===== src/rtl/atm_pkg.sv =====
// rtl/atm_pkg.sv - shared state codes, key codes and helpers for the ATM session controller
package atm_pkg;

    localparam int STATE_W = 4;

    typedef enum logic [STATE_W-1:0] {
        IDLE     = 4'd0,
        PIN0     = 4'd1,
        PIN1     = 4'd2,
        PIN2     = 4'd3,
        PIN3     = 4'd4,
        PIN_FULL = 4'd5,
        CHECK    = 4'd6,
        MENU     = 4'd7,
        BAD_PIN  = 4'd8,
        LOCKED   = 4'd9,
        TIMEOUT  = 4'd10,
        EJECT    = 4'd11
    } state_t;

    localparam logic [3:0] KEY_ENTER  = 4'd10;
    localparam logic [3:0] KEY_CANCEL = 4'd11;

    function automatic logic is_digit(input logic [3:0] key);
        return key <= 4'd9;
    endfunction

endpackage


===== src/rtl/atm_down_timer.sv =====
// rtl/atm_down_timer.sv - loadable saturating down-counter with a done strobe on its last count
module atm_down_timer #(
    parameter int WIDTH = 8
) (
    input  logic             clk,
    input  logic             rst,
    input  logic             load,
    input  logic             enable,
    input  logic [WIDTH-1:0] load_value,
    output logic             done
);

    logic [WIDTH-1:0] count;

    // Clearing while idle guarantees a freshly entered state never sees a stale count of 1.
    always_ff @(posedge clk) begin
        if (rst) begin
            count <= '0;
        end else if (load) begin
            count <= load_value;
        end else if (!enable) begin
            count <= '0;
        end else if (count != '0) begin
            count <= count - 1'b1;
        end
    end

    assign done = enable && (count == WIDTH'(1));

endmodule


===== src/rtl/atm_session_fsm.sv =====
// rtl/atm_session_fsm.sv - ATM front-panel session controller driving the status decoder
module atm_session_fsm
    import atm_pkg::*;
#(
    parameter logic [15:0] PIN            = 16'h1234,
    parameter int          MAX_TRIES      = 3,
    parameter int          TIMEOUT_CYCLES = 1000,
    parameter int          HOLD_CYCLES    = 50,
    parameter int          BLINK_CYCLES   = 25
) (
    input  logic       CLK,
    input  logic       RST,
    input  logic       CARD,
    input  logic       KEY_VALID,
    input  logic [3:0] KEY,
    output logic       EN,
    output logic       W3,
    output logic       W2,
    output logic       W1,
    output logic       W0,
    output logic [1:0] TRIES_LEFT
);

    localparam int TMR_MAX = (TIMEOUT_CYCLES > HOLD_CYCLES) ? TIMEOUT_CYCLES : HOLD_CYCLES;
    localparam int TMR_W   = $clog2(TMR_MAX) + 1;
    localparam int BLINK_W = $clog2(BLINK_CYCLES) + 1;

    state_t      state;
    state_t      prev_state;
    logic [15:0] pin_buf;
    logic        entered;
    logic        inact_state;
    logic        hold_state;
    logic        key_reload;
    logic        tmr_load;
    logic        tmr_done;
    logic [TMR_W-1:0] tmr_value;
    logic        blink_load;
    logic        blink_done;
    logic [BLINK_W-1:0] blink_value;
    logic [1:0]  tries_dec;

    assign {W3, W2, W1, W0} = state;

    // Entry is seen one cycle late, so entry loads are one short to keep exact dwell times.
    assign entered     = (state != prev_state);
    assign inact_state = (state >= PIN0 && state <= PIN_FULL) || state == MENU;
    assign hold_state  = (state == BAD_PIN) || (state == TIMEOUT);
    assign key_reload  = KEY_VALID && inact_state;
    assign tmr_load    = key_reload || entered;
    assign tmr_value   = key_reload ? TMR_W'(TIMEOUT_CYCLES)
                       : hold_state ? TMR_W'(HOLD_CYCLES - 1)
                       : TMR_W'(TIMEOUT_CYCLES - 1);

    assign blink_load  = blink_done || (state == LOCKED && entered);
    assign blink_value = blink_done ? BLINK_W'(BLINK_CYCLES) : BLINK_W'(BLINK_CYCLES - 1);

    assign tries_dec   = (TRIES_LEFT == 2'd0) ? 2'd0 : TRIES_LEFT - 2'd1;

    atm_down_timer #(.WIDTH(TMR_W)) u_session_timer (
        .clk        (CLK),
        .rst        (RST),
        .load       (tmr_load),
        .enable     (inact_state || hold_state),
        .load_value (tmr_value),
        .done       (tmr_done)
    );

    atm_down_timer #(.WIDTH(BLINK_W)) u_blink_timer (
        .clk        (CLK),
        .rst        (RST),
        .load       (blink_load),
        .enable     (state == LOCKED),
        .load_value (blink_value),
        .done       (blink_done)
    );

    always_ff @(posedge CLK) begin
        if (RST) begin
            state      <= IDLE;
            prev_state <= IDLE;
            EN         <= 1'b1;
            TRIES_LEFT <= 2'(MAX_TRIES);
            pin_buf    <= '0;
        end else begin
            prev_state <= state;
            EN         <= 1'b1;
            case (state)
                IDLE: begin
                    if (CARD) begin
                        state      <= PIN0;
                        TRIES_LEFT <= 2'(MAX_TRIES);
                        pin_buf    <= '0;
                    end
                end
                PIN0, PIN1, PIN2, PIN3: begin
                    if (!CARD) begin
                        state <= IDLE;
                    end else if (KEY_VALID) begin
                        if (is_digit(KEY)) begin
                            pin_buf <= {pin_buf[11:0], KEY};
                            state   <= state_t'(state + 4'd1);
                        end else if (KEY == KEY_CANCEL) begin
                            state <= EJECT;
                        end
                    end else if (tmr_done) begin
                        state <= TIMEOUT;
                    end
                end
                PIN_FULL: begin
                    if (!CARD) begin
                        state <= IDLE;
                    end else if (KEY_VALID) begin
                        if (KEY == KEY_ENTER) begin
                            state <= CHECK;
                        end else if (KEY == KEY_CANCEL) begin
                            state <= EJECT;
                        end
                    end else if (tmr_done) begin
                        state <= TIMEOUT;
                    end
                end
                CHECK: begin
                    if (!CARD) begin
                        state <= IDLE;
                    end else if (pin_buf == PIN) begin
                        state      <= MENU;
                        TRIES_LEFT <= 2'(MAX_TRIES);
                    end else begin
                        TRIES_LEFT <= tries_dec;
                        state      <= (tries_dec == 2'd0) ? LOCKED : BAD_PIN;
                    end
                end
                MENU: begin
                    if (!CARD) begin
                        state <= IDLE;
                    end else if (KEY_VALID) begin
                        if (KEY == KEY_ENTER || KEY == KEY_CANCEL) begin
                            state <= EJECT;
                        end
                    end else if (tmr_done) begin
                        state <= TIMEOUT;
                    end
                end
                BAD_PIN: begin
                    if (!CARD) begin
                        state <= IDLE;
                    end else if (tmr_done) begin
                        state   <= PIN0;
                        pin_buf <= '0;
                    end
                end
                TIMEOUT: begin
                    if (!CARD) begin
                        state <= IDLE;
                    end else if (tmr_done) begin
                        state <= EJECT;
                    end
                end
                EJECT: begin
                    if (!CARD) begin
                        state <= IDLE;
                    end
                end
                LOCKED: begin
                    EN <= blink_done ? ~EN : EN;
                end
                default: state <= IDLE;
            endcase
        end
    end

endmodule


===== config.mk =====
export PLATFORM = sky130hd
export DESIGN_NAME = atm_session_fsm
export DESIGN_NICKNAME = d
export VERILOG_FILES = /design/src/rtl/atm_pkg.sv /design/src/rtl/atm_down_timer.sv /design/src/rtl/atm_session_fsm.sv
export SDC_FILE = /design/constraint.sdc
export NUM_CORES = 1
export LEC_CHECK = 0
export BUFFER_PORTS_ARGS = -buffer_cell sky130_fd_sc_hd__clkbuf_2
export CORE_MARGIN = 4
export CORE_UTILIZATION = 60
export CTS_BUF_LIST = sky130_fd_sc_hd__clkbuf_8
export DETAILED_ROUTE_END_ITERATION = 7
export GPL_ROUTABILITY_DRIVEN = 0
export PLACE_DENSITY = 0.87
export SYNTH_ARGS = -nofsm -noshare
export SYNTH_HDL_FRONTEND = slang
export SYNTH_HIERARCHICAL = 1
export SYNTH_SLANG_ARGS = --single-unit
export TNS_END_PERCENT = 10

===== constraint.sdc =====
create_clock -name CLK -period 6.6 [get_ports CLK]
set_clock_uncertainty 0.1 [all_clocks]
set_input_delay 1.32 -clock CLK [delete_from_list [all_inputs] [get_ports CLK]]
set_output_delay 1.32 -clock CLK [all_outputs]
set_load 0.05 [all_outputs]

# After elaboration in Yosys (flattened, before gate mapping)
# Cells that the tools add are included.
# word_totals
register_bits	44
latch_bits	0
ramBits	0
rom_bits	0
elab_cells	111
memories	0
# classes
n_addsub	4
n_mul	0
div_mod_pow	0
n_lt_le_gt_ge	3
eq_ne	30
shifts	0
muxes	42
bitwise	2
reduce_logical	23
# op_table
cell	count
$mux 16	6
$mux 4	19
$pmux 16 s3	1
$pmux 4 s9	1
$mux 11	3
$eq 4x4->1 const B	6
$mux 10	2
$mux 6	3
$eq 16x13->1 const B	1
$eq 4x3->1 const B	4
$ne 2x2->1 const B	8
$ne 3x3->1 const B	4
$eq 11x1->1 const B	1
$reduce_bool 11->1	1
$sub 11x1->11 const B	1
$eq 4x2->1 const B	2
$mux 2	4
$reduce_and 7->1	1
$eq 6x1->1 const B	1
$logic_or 1x1->1	6
$reduce_and 6->1	1
$reduce_bool 6->1	1
$sub 6x1->6 const B	1
$logic_and 1x1->1	5
18 further kinds	21

# Depth between registers and ports, before layout
# Gate-level depths: netlist of the first run.
# logic_depth
ltp_word	9
ltp_mapped	14
depth_no_buf	13

# By module
# Netlist of the first run, hierarchy kept.
# by_module_without_submodules
mod	instances	cells_each	area_each_um2
atm_session_fsm	1	223	1757.9
atm_down_timer (u_session_timer)	1	77	659.4
atm_down_timer (u_blink_timer)	1	41	367.9

# Worst setup path after synthesis of the first run
# No wires, ideal clock.
# synth_timing
path_kind	reg2reg
from	register state[0]
to	register state[1]
t_arrival_ns	3.520
setup_slack_ns	2.921
stages_incl_launch_ff	14
period_less_slack_ns	3.679
path_cell_list	dfxtp_1 > ha_1 > buf_2 > or3_1 > o21ai_0 > a21oi_1 > clkdlybuf4s25_2 > nor4b_1 > and3_1 > nor2b_1 > o32ai_2 > or4_4 > o41ai_1 > a22o_1
# synth_via
elab_chain_len	9
# synth_lines
element	line_no	rtl
start, declared	atm_session_fsm.sv:28	state_t state;
start signal, assigned	atm_session_fsm.sv:102	state <= state_t'(state + 4'd1);
start signal, assigned	atm_session_fsm.sv:131	state <= (tries_dec == 2'd0) ? LOCKED : BAD_PIN;
$ge 4x1->1 or $le 4x3->1 (tied branches)	atm_session_fsm.sv:47	assign inact_state = (state >= PIN0 && state <= PIN_FULL) || state == MENU;
$logic_and 1x1->1	atm_session_fsm.sv:47	
$logic_or 1x1->1	atm_session_fsm.sv:47	
$logic_or 1x1->1 *	atm_session_fsm.sv:64	.enable (inact_state || hold_state),
$logic_and 1x1->1 *	atm_down_timer.sv:28	assign done = enable && (count == WIDTH'(1));
via tmr_done	atm_session_fsm.sv:36	logic tmr_done;
$mux 4	--	
$mux 4, on equally long branches (2 in a row)	--	
$pmux 4 s9	atm_session_fsm.sv:88	case (state)
# Mark *: on every way through the listed nets, which the timed path passes. The rest lies on a longest branch.
# A chain may end at the register's enable or synchronous reset.

# Worst setup path in the final report of the first run
# Same ends and word-level chain as after synthesis.

==> results.sh, run 1 <==
export IMPL_status="complete, no violations"
export IMPL_grt_pass1_wl_mm=11.2
export IMPL_antenna_left=0
export IMPL_cts_tree="yes"
export IMPL_multi_input_area_sq_um=1760
export IMPL_finalCriticalPeriod_ps=3850
export IMPL_ys_ff_latch=44
export IMPL_routed_wl_mm=6.59
export IMPL_regArea_sq_um=881
export IMPL_drtPass1Iterations=6
export IMPL_startpoint_type="register"
export IMPL_dieArea_sq_um=5800
export IMPL_postCtsHoldBufs=0
export IMPL_ys_seq_area_share_pct=31.6
export IMPL_clock_sinks=44
export IMPL_p_leak_nw=1.12
export IMPL_io_pin_count=15
export IMPL_drive_gt1_share_pct=11.5
export IMPL_area_growth_pct=6.15
export IMPL_fin_crit_sh_pct=58.3
export IMPL_crit_type="register to register"
export IMPL_synth_compound_area_share_pct=25.8
export IMPL_setup_viol=0
export IMPL_required_ps=6740
export IMPL_fin_nets=366
export IMPL_synthArstFlopShare_pct=0
export IMPL_synth_edff_count=0
export IMPL_synthTopCellsByArea="dfxtp_1 (32%), a21oi_1 (5.6%), ha_1 (4.5%)"
export IMPL_hp_class="register to register"
export IMPL_worst_slew_pin_slew_ps=1030
export IMPL_dieWidth_microns=76.1
export IMPL_setup_worst_path_end_class="register"
export IMPL_ys_warn_count=6
export IMPL_powerDensity_nw_per_um2=280
export IMPL_io_buffers=14
export IMPL_cts_clk_slew_worst_paths_ps=80
export IMPL_diodes=0
export IMPL_synthAdderAreaFrac_pct=4.49
export IMPL_post_cts_buffers=0
export IMPL_synth_simple_area_share_pct=27.7
export IMPL_drc=0
export IMPL_clk_latency_ps=300
export IMPL_initial_core_util_pct=63.1
export IMPL_grt_pass1_vias=2344
export IMPL_htreeDepth=2
export IMPL_synth_top_family_by_area="simple AND/OR/NAND/NOR gates"
export IMPL_fill_cells=356
export IMPL_numCtsBuffers=5
export IMPL_fmax_mhz=260
export IMPL_hold_viol_final=0
export IMPL_vias=2665
export IMPL_yosys_area_top_type="dfxtp_1"
export IMPL_fin_ws_ps=2750
export IMPL_avgSynthCellArea_sq_um=8.17
export IMPL_rows=24
export IMPL_hpwl_mm=4.52
export IMPL_drv_slew=0
export IMPL_maxSlewHeadroom_pct=29.7
export IMPL_yosysTopAreaCellShare_pct=31.6
export IMPL_grt_max_degree=41
export IMPL_post_place_ws_ps=2850
export IMPL_drv_cap=0
export IMPL_cts_root_buf="clkbuf_8"
export IMPL_critical_path_peak_fanout=10
export IMPL_setup_tns_ps=0
export IMPL_syn_area_sq_um=2790
export IMPL_synthFlopType="dfxtp_1"
export IMPL_arrival_ps=3990
export IMPL_cts_buffer_depth=2
export IMPL_grt_usage_pct=22.4
export IMPL_wl_per_cell_microns=16.4
export IMPL_rsz0062_at_grt="no"
export IMPL_synth_distinct_cells=77
export IMPL_core_area_sq_um=4410
export IMPL_grt_ovfl_total=0
export IMPL_vias_per_cell=6.65
export IMPL_first_iter_violations=284
export IMPL_synth_xor_area_share_pct=3.77
export IMPL_die_h_microns=76.1
export IMPL_antenna_found_initial=0
export IMPL_synth_area_mux_share_pct=0.359
export IMPL_netlist_instances=341
export IMPL_cts_resized=0
export IMPL_peakVddDrop_uv=198
-- flip-flops by register name, indices dropped and copies added, names as in the netlist --
signal / count
EN: 1
TRIES_LEFT: 2
pin_buf: 16
prev_state: 4
state: 4
u_blink_timer/count: 6
u_session_timer/count: 11
-- routing by layer --
metal / routed length, microns / share of wire, % / vias up / GRT usage, %
li1: - / - / 1281 / -
met1: 2890 / 44 / 1224 / 30.5
met2: 3010 / 46 / 138 / 35.8
met3: 521 / 7.9 / 22 / 3.31
met4: 163 / 2.5 / 0 / 8.22
met5: 0 / 0 / - / 0
-- final cells by class --
class	instances	share of cell area, %
Inverter	17	2.16
Sequential cell	44	29.8
Timing Repair Buffer	15	2.62
Clock inverter	3	1.31
Tap cell	52	2.20
Clock buffer	5	2.33
Multi-Input combinational cell	265	59.6
-- synthesized netlist by cell type, drive strengths merged (4+ instances only) --
library cell / instances
buf: 8
a22oi: 5
nand4: 19
dfxtp: 44
xor2: 7
clkbuf: 10
o31ai: 4
nor2b: 7
a31oi: 4
nand3b: 4
ha: 10
nor2: 18
nand2: 26
o211ai: 6
o21ai: 25
a21oi: 31
o32ai: 5
nor4: 6
inv: 17
nor3: 7
or4: 5
nand2b: 8
xnor2: 5
or4b: 5
-- final timing paths --
kind | startpoint | end | slack, ps | depth (start not counted)
worst max register to register | state[0] | state[1] | 2750 | 11
worst max-delay path | state[0] | state[1] | 2750 | 11
worst min register to register | pin_buf[13] | pin_buf[13] | 380 | 2
worst min-delay path | pin_buf[13] | pin_buf[13] | 380 | 2
-- critical path, stage by stage, from the launching register on --
cell	delay, ps
dfxtp_1	520
ha_1	430
or3_1	200
o21ai_0	90
a21oi_1	550
nor4b_1	270
and3_1	260
nor2b_1	180
o32ai_2	130
or4_4	520
o41ai_1	380
a22o_1	170
-- cells in the final DEF, fill, tap and decap left out, drive strengths merged, types with 6 or more instances in the layout --
master  Yosys  final
dfxtp      44     44
a21oi      31     31
nand2      26     26
o21ai      25     25
nand4      19     19
clkbuf     10     19
inv        17     18
nor2       18     18
ha         10     10
nand2b      8      8
xor2        7      7
nor2b       7      7
conb        2      7
nor3        7      7
o211ai      6      6
nor4        6      6
-- where the power goes --
group / internal, mW / switching [mW] / total [mW]
registers: 0.293 / 0.0314 / 0.324
logic: 0.110 / 0.191 / 0.301
clock network: 0.111 / 0.0909 / 0.202
total: 0.513 / 0.314 / 0.827
-- cells by family (layout without fill, tap and decap cells) --
kind of cell | count (synthesis) | in the layout
buffers and inverters | 37 | 40
adders and majority gates | 10 | 10
AOI/OAI and AO/OA | 109 | 109
muxes | 1 | 1
DFF | 44 | 44
and+or+nand+nor | 126 | 126
xor gates and xnor gates | 12 | 12
other | 2 | 7
-- stage by stage --
stage / hold slack [ps] / util [%] / power [mW] / instances / instance area, sq um
6_report: 379 / 67.0 / 0.827 / 401 / 2960
5_1_grt: 409 / 67.0 / 0.879 / 401 / 2960
4_1_cts: 380 / 67.0 / 0.823 / 401 / 2960
3_5_place_dp: 368 / 64.5 / 0.621 / 393 / 2850
3_3_place_gp: 355 / 64.5 / 0.611 / 393 / 2850
2_1_floorplan: 344 / - / 0.567 / 346 / 2800
Note: power is estimated with default switching activity, not from simulation.
==> inputs of run 2 (changes only) <==
--- a/config.mk
+++ b/config.mk
@@ -7,7 +7,7 @@
 export LEC_CHECK = 0
 export BUFFER_PORTS_ARGS = -buffer_cell sky130_fd_sc_hd__clkbuf_2
 export CORE_MARGIN = 4
-export CORE_UTILIZATION = 60
+export CORE_UTILIZATION = 57
 export CTS_BUF_LIST = sky130_fd_sc_hd__clkbuf_8
 export DETAILED_ROUTE_END_ITERATION = 7
 export GPL_ROUTABILITY_DRIVEN = 0
==> constraint.sdc (replaced) <==
create_clock -name CLK -period 3.1 [get_ports CLK]
set_clock_uncertainty 0.1 [all_clocks]
set_input_delay 0.62 -clock CLK [delete_from_list [all_inputs] [get_ports CLK]]
set_output_delay 0.62 -clock CLK [all_outputs]
set_load 0.05 [all_outputs]
==> run 2 against run 1 <==
  * Non-clock buffer count grew 20
  * Cell count grew 8.7%
  * Sequential power grew 110%
  * Clock power grew 110%
  * Worst hold slack lost 6.1 ps
  * Die area grew 4.7%
  * Combinational power grew 150%
  * Worst setup slack lost 2600 ps
  * Total power grew 130%
  * First-iteration DRC count shrank 27%
  * Sequential share of layout area shrank 1.6 points
  * Critical endpoint unchanged
==> results.sh, run 2 (same netlist as run 1, synthesis figures left out) <==
export IMPL_status="complete, no violations"
export IMPL_hold_depth=2
export IMPL_worstReg2RegEnd="state[1]"
export IMPL_vias=2758
export IMPL_cpPeakStageDelay_ps=610
export IMPL_grt_usage_pct=23.9
export IMPL_grt_ovfl_total=0
export IMPL_clock_sinks=44
export IMPL_fmax_mhz=336
export IMPL_startpoint_type="register"
export IMPL_cts_clk_slew_worst_paths_ps=90
export IMPL_hold_end="pin_buf[13]"
export IMPL_drive_gt1_share_pct=19.2
export IMPL_vias_per_cell=6.33
export IMPL_required_ps=3240
export IMPL_antenna_left=0
export IMPL_powerDensity_nw_per_um2=588
export IMPL_crit_type="register to register"
export IMPL_critical_path_peak_fanout=6
export IMPL_setup_worst_path_end_class="register"
export IMPL_worst_slew_pin_slew_ps=695
export IMPL_dieArea_sq_um=6070
export IMPL_grt_pass1_vias=2531
export IMPL_reg2reg_slack_ps=130
export IMPL_largest_reg_flops=16
export IMPL_fill_cells=378
export IMPL_r2r_start="u_session_timer/count[4]"
export IMPL_drc=0
export IMPL_pwr_share_comb_pct=39.9
export IMPL_setup_viol=0
export IMPL_min_delay_start="pin_buf[13]"
export IMPL_peakVddDrop_uv=316
export IMPL_finalInstanceArea_sq_um=3170
export IMPL_area_growth_pct=13.7
export IMPL_fin_ws_ps=127
export IMPL_htreeDepth=2
export IMPL_fin_nets=386
export IMPL_drv_cap=0
export IMPL_cts_buffer_depth=2
export IMPL_hold_ws_ps=373
export IMPL_pwr_share_seq_pct=36.9
export IMPL_grt_max_degree=40
export IMPL_fin_crit_sh_pct=95.9
export IMPL_switchingPower_mw=0.702
export IMPL_io_buffers=14
export IMPL_wl_per_cell_microns=16.1
export IMPL_routed_wl_mm=7.03
export IMPL_drv_slew=0
export IMPL_postCtsHoldBufs=0
export IMPL_numCtsBuffers=5
export IMPL_switching_share_pct=37.7
export IMPL_cpMaxStageDelayCell="or4_1"
export IMPL_maxSlewHeadroom_pct=52.8
export IMPL_drtPass1Iterations=5
export IMPL_initial_core_util_pct=59.0
export IMPL_first_iter_violations=207
export IMPL_hpwl_mm=4.84
export IMPL_top_regs="pin_buf: 16 flops, u_session_timer/count: 11 flops, u_blink_timer/count: 6 flops"
export IMPL_post_place_ws_ps=73.2
export IMPL_dieWidth_microns=77.9
export IMPL_largest_register="pin_buf"
export IMPL_cts_root_buf="clkbuf_8"
export IMPL_final_common_cell="dfxtp_1"
export IMPL_crit_chain="or4_1 -> nor3_1 -> and3_1 -> nor2b_1 -> o32ai_2 -> or4_4 -> o41ai_2 -> a22o_1"
export IMPL_finalCriticalPeriod_ps=2970
export IMPL_core_area_sq_um=4720
export IMPL_diodes=0
export IMPL_hold_viol_final=0
export IMPL_antenna_found_initial=0
export IMPL_internal_power_mw=1.16
export IMPL_rsz0062_at_grt="yes"
export IMPL_pwr_share_clk_pct=23.2
export IMPL_grt_pass1_wl_mm=11.8
export IMPL_utilization_pct=67.1
export IMPL_dpl_cell_area_sq_um=3010
export IMPL_p_leak_nw=1.23
export IMPL_io_pin_count=15
export IMPL_hp_class="register to register"
export IMPL_die_h_microns=77.9
export IMPL_arrival_ps=3120
export IMPL_cts_tree="yes"
export IMPL_reg2regPathDepth=8
export IMPL_rows=25
export IMPL_final_cell_mix="dfxtp_1 (40), a21oi_1 (30), nand2_1 (25), buf_4 (21)"
export IMPL_clk_latency_ps=300
## run 2: metrics by stage
stage                     setup TNS (ps)  cells  power, mW
final                                  0    436       1.86
after global routing               -67.2    436       1.99
after CTS                              0    431       1.82
after detailed placement               0    423       1.38
after global placement                 0    423       1.36
after floorplan                        0    346       1.21
## run 2: worst max-delay path by stage
stage | start | to | slack, ps | cells after the start
2_1_floorplan | state[0] | state[1] | 20 | 13
3_3_place_gp | state[0] | state[1] | 180 | 12
3_5_place_dp | state[0] | state[1] | 70 | 13
4_1_cts | state[0] | state[1] | 50 | 13
5_1_grt | state[1] | state[1] | -70 | 13
6_report | u_session_timer/count[4] | state[1] | 130 | 8
## run 2: final cells by class
cell class,instances,area [sq um],share of cell area [%]
multi-input combinational,265,1790,56.4
sequential,44,893,28.2
inverter,17,67.6,2.13
clock inverter,3,38.8,1.22
timing repair buffer,35,228,7.19
tap,67,83.8,2.65
clock buffer,5,68.8,2.17
## run 2: metal layers
layer  GRT usage, %  wire length [microns]  vias to the layer above
li1               -                      -                     1318
met4           9.09                    136                        0
met1           29.6                   2950                     1279
met5              0                      0                        -
met3           4.41                    548                       25
met2           40.8                   3390                      136
## run 2: critical path: cells and delay by family (launching register included)
| kind | cells | cell delay (ps) |
|---|---|---|
| DFF | 1 | 370 |
| and+or+nand+nor | 5 | 1820 |
| AOI/OAI and AO/OA | 3 | 630 |
## run 2: timing repair
action                                  in CTS  in global routing
setup buffers                                0                  5
endpoints found under the setup margin       0                 19
resized for setup                            0                  4
## run 2: power by group through the flow
stage,Clock [mW],Sequential (mW),Combinational (mW)
after CTS,0.444,0.687,0.686
after global placement,0,0.696,0.660
final,0.431,0.688,0.744
after detailed placement,0,0.701,0.679
after floorplan,0,0.704,0.501
after global routing,0.473,0.698,0.819
==> inputs of run 3 (changes only) <==
--- a/config.mk
+++ b/config.mk
@@ -5,6 +5,7 @@
 export SDC_FILE = /design/constraint.sdc
 export NUM_CORES = 1
 export LEC_CHECK = 0
+export ABC_AREA = 1
 export BUFFER_PORTS_ARGS = -buffer_cell sky130_fd_sc_hd__clkbuf_2
 export CORE_MARGIN = 4
 export CORE_UTILIZATION = 57
==> run 3 against run 2 <==
  * Design area is 1.6% higher
  * Clock power is 15% lower
  * Critical path depth is 4 higher
  * Utilization is 1.1 points lower
  * Via count is 11% higher
  * First-iteration DRC count is 11% higher
  * Worst setup slack better by 190 ps
  * Worst hold slack better by 2.7 ps
  * Register-to-register slack better by 190 ps
  * Critical path type unchanged
  * Critical endpoint is now pin_buf[10]
==> results.sh, run 3 <==
export IMPL_diodes=0
export IMPL_synthTopCellsByArea="dfxtp_1 (30%), nand2_1 (15%), nand3_1 (9.2%)"
export IMPL_fin_cells=550
export IMPL_powerDensity_nw_per_um2=735
export IMPL_cts_root_buf="clkbuf_8"
export IMPL_dieArea_sq_um=6390
export IMPL_multi_input_area_sq_um=1830
export IMPL_yosysTopAreaCellShare_pct=29.9
export IMPL_cp_num_buf_inv=3
export IMPL_met2_usage_pct=41.0
export IMPL_syn_area_sq_um=2950
export IMPL_ys_warn_count=6
export IMPL_internal_power_mw=1.23
export IMPL_startpoint_type="register"
export IMPL_setup_viol=0
export IMPL_dpl_cell_area_sq_um=3110
export IMPL_netlist_instances=459
export IMPL_crit_type="register to register"
export IMPL_finalInstanceArea_sq_um=3220
export IMPL_arrival_ps=2840
export IMPL_largest_register="pin_buf"
export IMPL_ys_ff_latch=44
export IMPL_hold_viol_final=0
export IMPL_vias_per_cell=5.57
export IMPL_grt_pass1_vias=2875
export IMPL_area_growth_pct=9.08
export IMPL_hold_depth=2
export IMPL_cpMaxStageDelayCell="dfxtp_2"
export IMPL_post_place_ws_ps=182
export IMPL_yosysMostFrequentCell="nand2_1"
export IMPL_required_ps=3160
export IMPL_vias=3062
export IMPL_r2r_start="state[0]"
export IMPL_clock_sinks=44
export IMPL_cts_tree="yes"
export IMPL_io_pin_count=15
export IMPL_regArea_sq_um=882
export IMPL_final_cell_mix="nand2_1 (114), nand3_1 (54), nor2_1 (52), inv_1 (47), dfxtp_1 (43)"
export IMPL_grt_usage_pct=24.6
export IMPL_crit_chain="inv_1 -> ha_1 -> o21ai_0 -> nand2_1 -> nand3b_1 -> nor4_1 -> inv_1 -> a31oi_1 -> nand2_2 -> buf_4 -> o21ai_0 -> a21oi_1"
export IMPL_core_area_sq_um=4880
export IMPL_rows=25
export IMPL_grt_pass1_wl_mm=12.7
export IMPL_pwr_share_clk_pct=15.5
export IMPL_cpPeakStageDelay_ps=380
export IMPL_switchingPower_mw=1.14
export IMPL_io_buffers=14
export IMPL_fin_nets=500
export IMPL_grt_busiest_layer="met2"
export IMPL_p_leak_nw=1.47
export IMPL_avgSynthCellArea_sq_um=6.43
export IMPL_setup_worst_path_end_class="register"
export IMPL_yosys_top_cells_count="nand2_1 (114), nand3_1 (54), nor2_1 (52)"
export IMPL_synth_edff_count=0
export IMPL_grt_ovfl_total=0
export IMPL_dieWidth_microns=79.9
export IMPL_ys_seq_area_share_pct=29.9
export IMPL_finalCriticalPeriod_ps=2780
export IMPL_drtPass1Iterations=6
export IMPL_pwr_share_seq_pct=30.7
export IMPL_yosys_area_top_type="dfxtp_1"
export IMPL_hold_end="pin_buf[13]"
export IMPL_fmax_mhz=360
export IMPL_hp_class="register to register"
export IMPL_worst_slew_pin_slew_ps=617
export IMPL_worstReg2RegEnd="pin_buf[10]"
export IMPL_switching_share_pct=48.1
export IMPL_postCtsHoldBufs=0
export IMPL_peakVddDrop_uv=372
export IMPL_wl_per_cell_microns=13.1
export IMPL_htreeDepth=2
export IMPL_antenna_left=0
export IMPL_first_iter_violations=230
export IMPL_cts_clk_slew_worst_paths_ps=80
export IMPL_top_regs="pin_buf: 16 flops, u_session_timer/count: 11 flops, u_blink_timer/count: 6 flops"
export IMPL_pwr_share_comb_pct=53.8
export IMPL_globalRouteMet3Util_pct=4.18
export IMPL_final_common_cell="nand2_1"
export IMPL_place_inst=541
export IMPL_hold_ws_ps=375
export IMPL_synthFlopType="dfxtp_1"
export IMPL_drv_cap=0
export IMPL_synth_distinct_cells=35
export IMPL_synthArstFlopShare_pct=0
export IMPL_clk_latency_ps=300
export IMPL_fill_cells=473
export IMPL_drive_gt1_share_pct=14.1
export IMPL_fin_ws_ps=321
export IMPL_drc=0
export IMPL_drv_slew=0
export IMPL_cts_buffer_depth=2
export IMPL_reg2reg_slack_ps=320
export IMPL_die_h_microns=79.9
export IMPL_maxSlewHeadroom_pct=58.8
export IMPL_min_delay_start="pin_buf[13]"
export IMPL_largest_reg_flops=16
export IMPL_setup_tns_ps=0
export IMPL_hpwl_mm=5.29
export IMPL_routed_wl_mm=7.20
export IMPL_antenna_found_initial=0
export IMPL_status="complete, no violations"
export IMPL_met1_usage_pct=30.7
export IMPL_initial_core_util_pct=60.5
export IMPL_critPathTopFamily="compound AO/OA/AOI/OAI gates"
export IMPL_critical_path_peak_fanout=14
export IMPL_numCtsBuffers=5
export IMPL_reg2regPathDepth=12
export IMPL_fin_crit_sh_pct=89.6
export IMPL_rsz0062_at_grt="no"
export IMPL_grt_max_degree=27
run 3: cell count changes after synthesis, sizes merged, moves of 7 or more:
cell | before | now
nand3 | 1 | 55
nand4 | 19 | 8
nor2 | 18 | 64
inv | 17 | 55
clkbuf | 10 | 3
nand2b | 8 | 0
o21ai | 25 | 34
nor2b | 7 | 0
nand2 | 26 | 121
run 3: cell families after synthesis:
family,after synthesis,share of synthesized area (%)
AO/OA/AOI/OAI,76,14.5
XOR/XNOR,6,1.78
buffers and inverters,64,8.91
adder cells (fa/ha/maj),10,4.24
AND/OR/NAND/NOR,257,40.5
flip-flops,44,29.9
other,2,0.255
run 3: what timing repair did:
action | 4_1_cts | 5_1_grt
setup endpoints to repair | 0 | 18
resized for setup | 0 | 2
buffers inserted | 0 | 1
endpoints found under the hold margin | 0 | 0
run 3: power groups by stage:
stage               registers, mW  logic (mW)  clock network, mW
finish                      0.725        1.27              0.367
global route                0.737        1.45              0.405
CTS                         0.723        1.24              0.377
detailed placement          0.737        1.22                  0
global placement            0.733        1.18                  0
floorplan                   0.757       0.951                  0
run 3: worst max path at each step:
stage                         from          end  slack [ps]  cells past startpoint
after floorplan           state[1]   pin_buf[0]         230                     14
after global placement    state[0]   pin_buf[1]         300                     13
after detailed placement  state[0]   pin_buf[5]         180                     13
after CTS                 state[0]   pin_buf[5]         150                     13
after global routing      state[1]  pin_buf[10]          30                     13
final                     state[0]  pin_buf[10]         320                     12
run 3: worst register-to-register path, delay by kind of cell (launching register included):
family / cells / cell delay, ps
simple gates: 4 / 610
buf+inv: 3 / 580
flops: 1 / 380
fa+ha+maj: 1 / 310
compound gates: 4 / 650
run 3: area by class of cell:
class                   instances  share of cell area [%]
multi-input cells             356                    56.7
flip-flops and latches         44                    27.4
well taps                      67                    2.60
repair buffers                 20                    3.97
clock inverters                 2                   0.233
inverters                      55                    6.49
clock buffers                   6                    2.57
run 3: routing by layer:
metal	vias to the layer above	share of wire, %
met5	-	0
met4	0	2.3
met3	25	5.6
met2	106	49
met1	1404	43
li1	1527	-
run 3: through the flow:
step	power, mW	util, %
3_5_place_dp	1.96	63.7
2_1_floorplan	1.71	-
5_1_grt	2.59	65.9
3_3_place_gp	1.91	63.7
4_1_cts	2.34	65.5
6_report	2.36	65.9
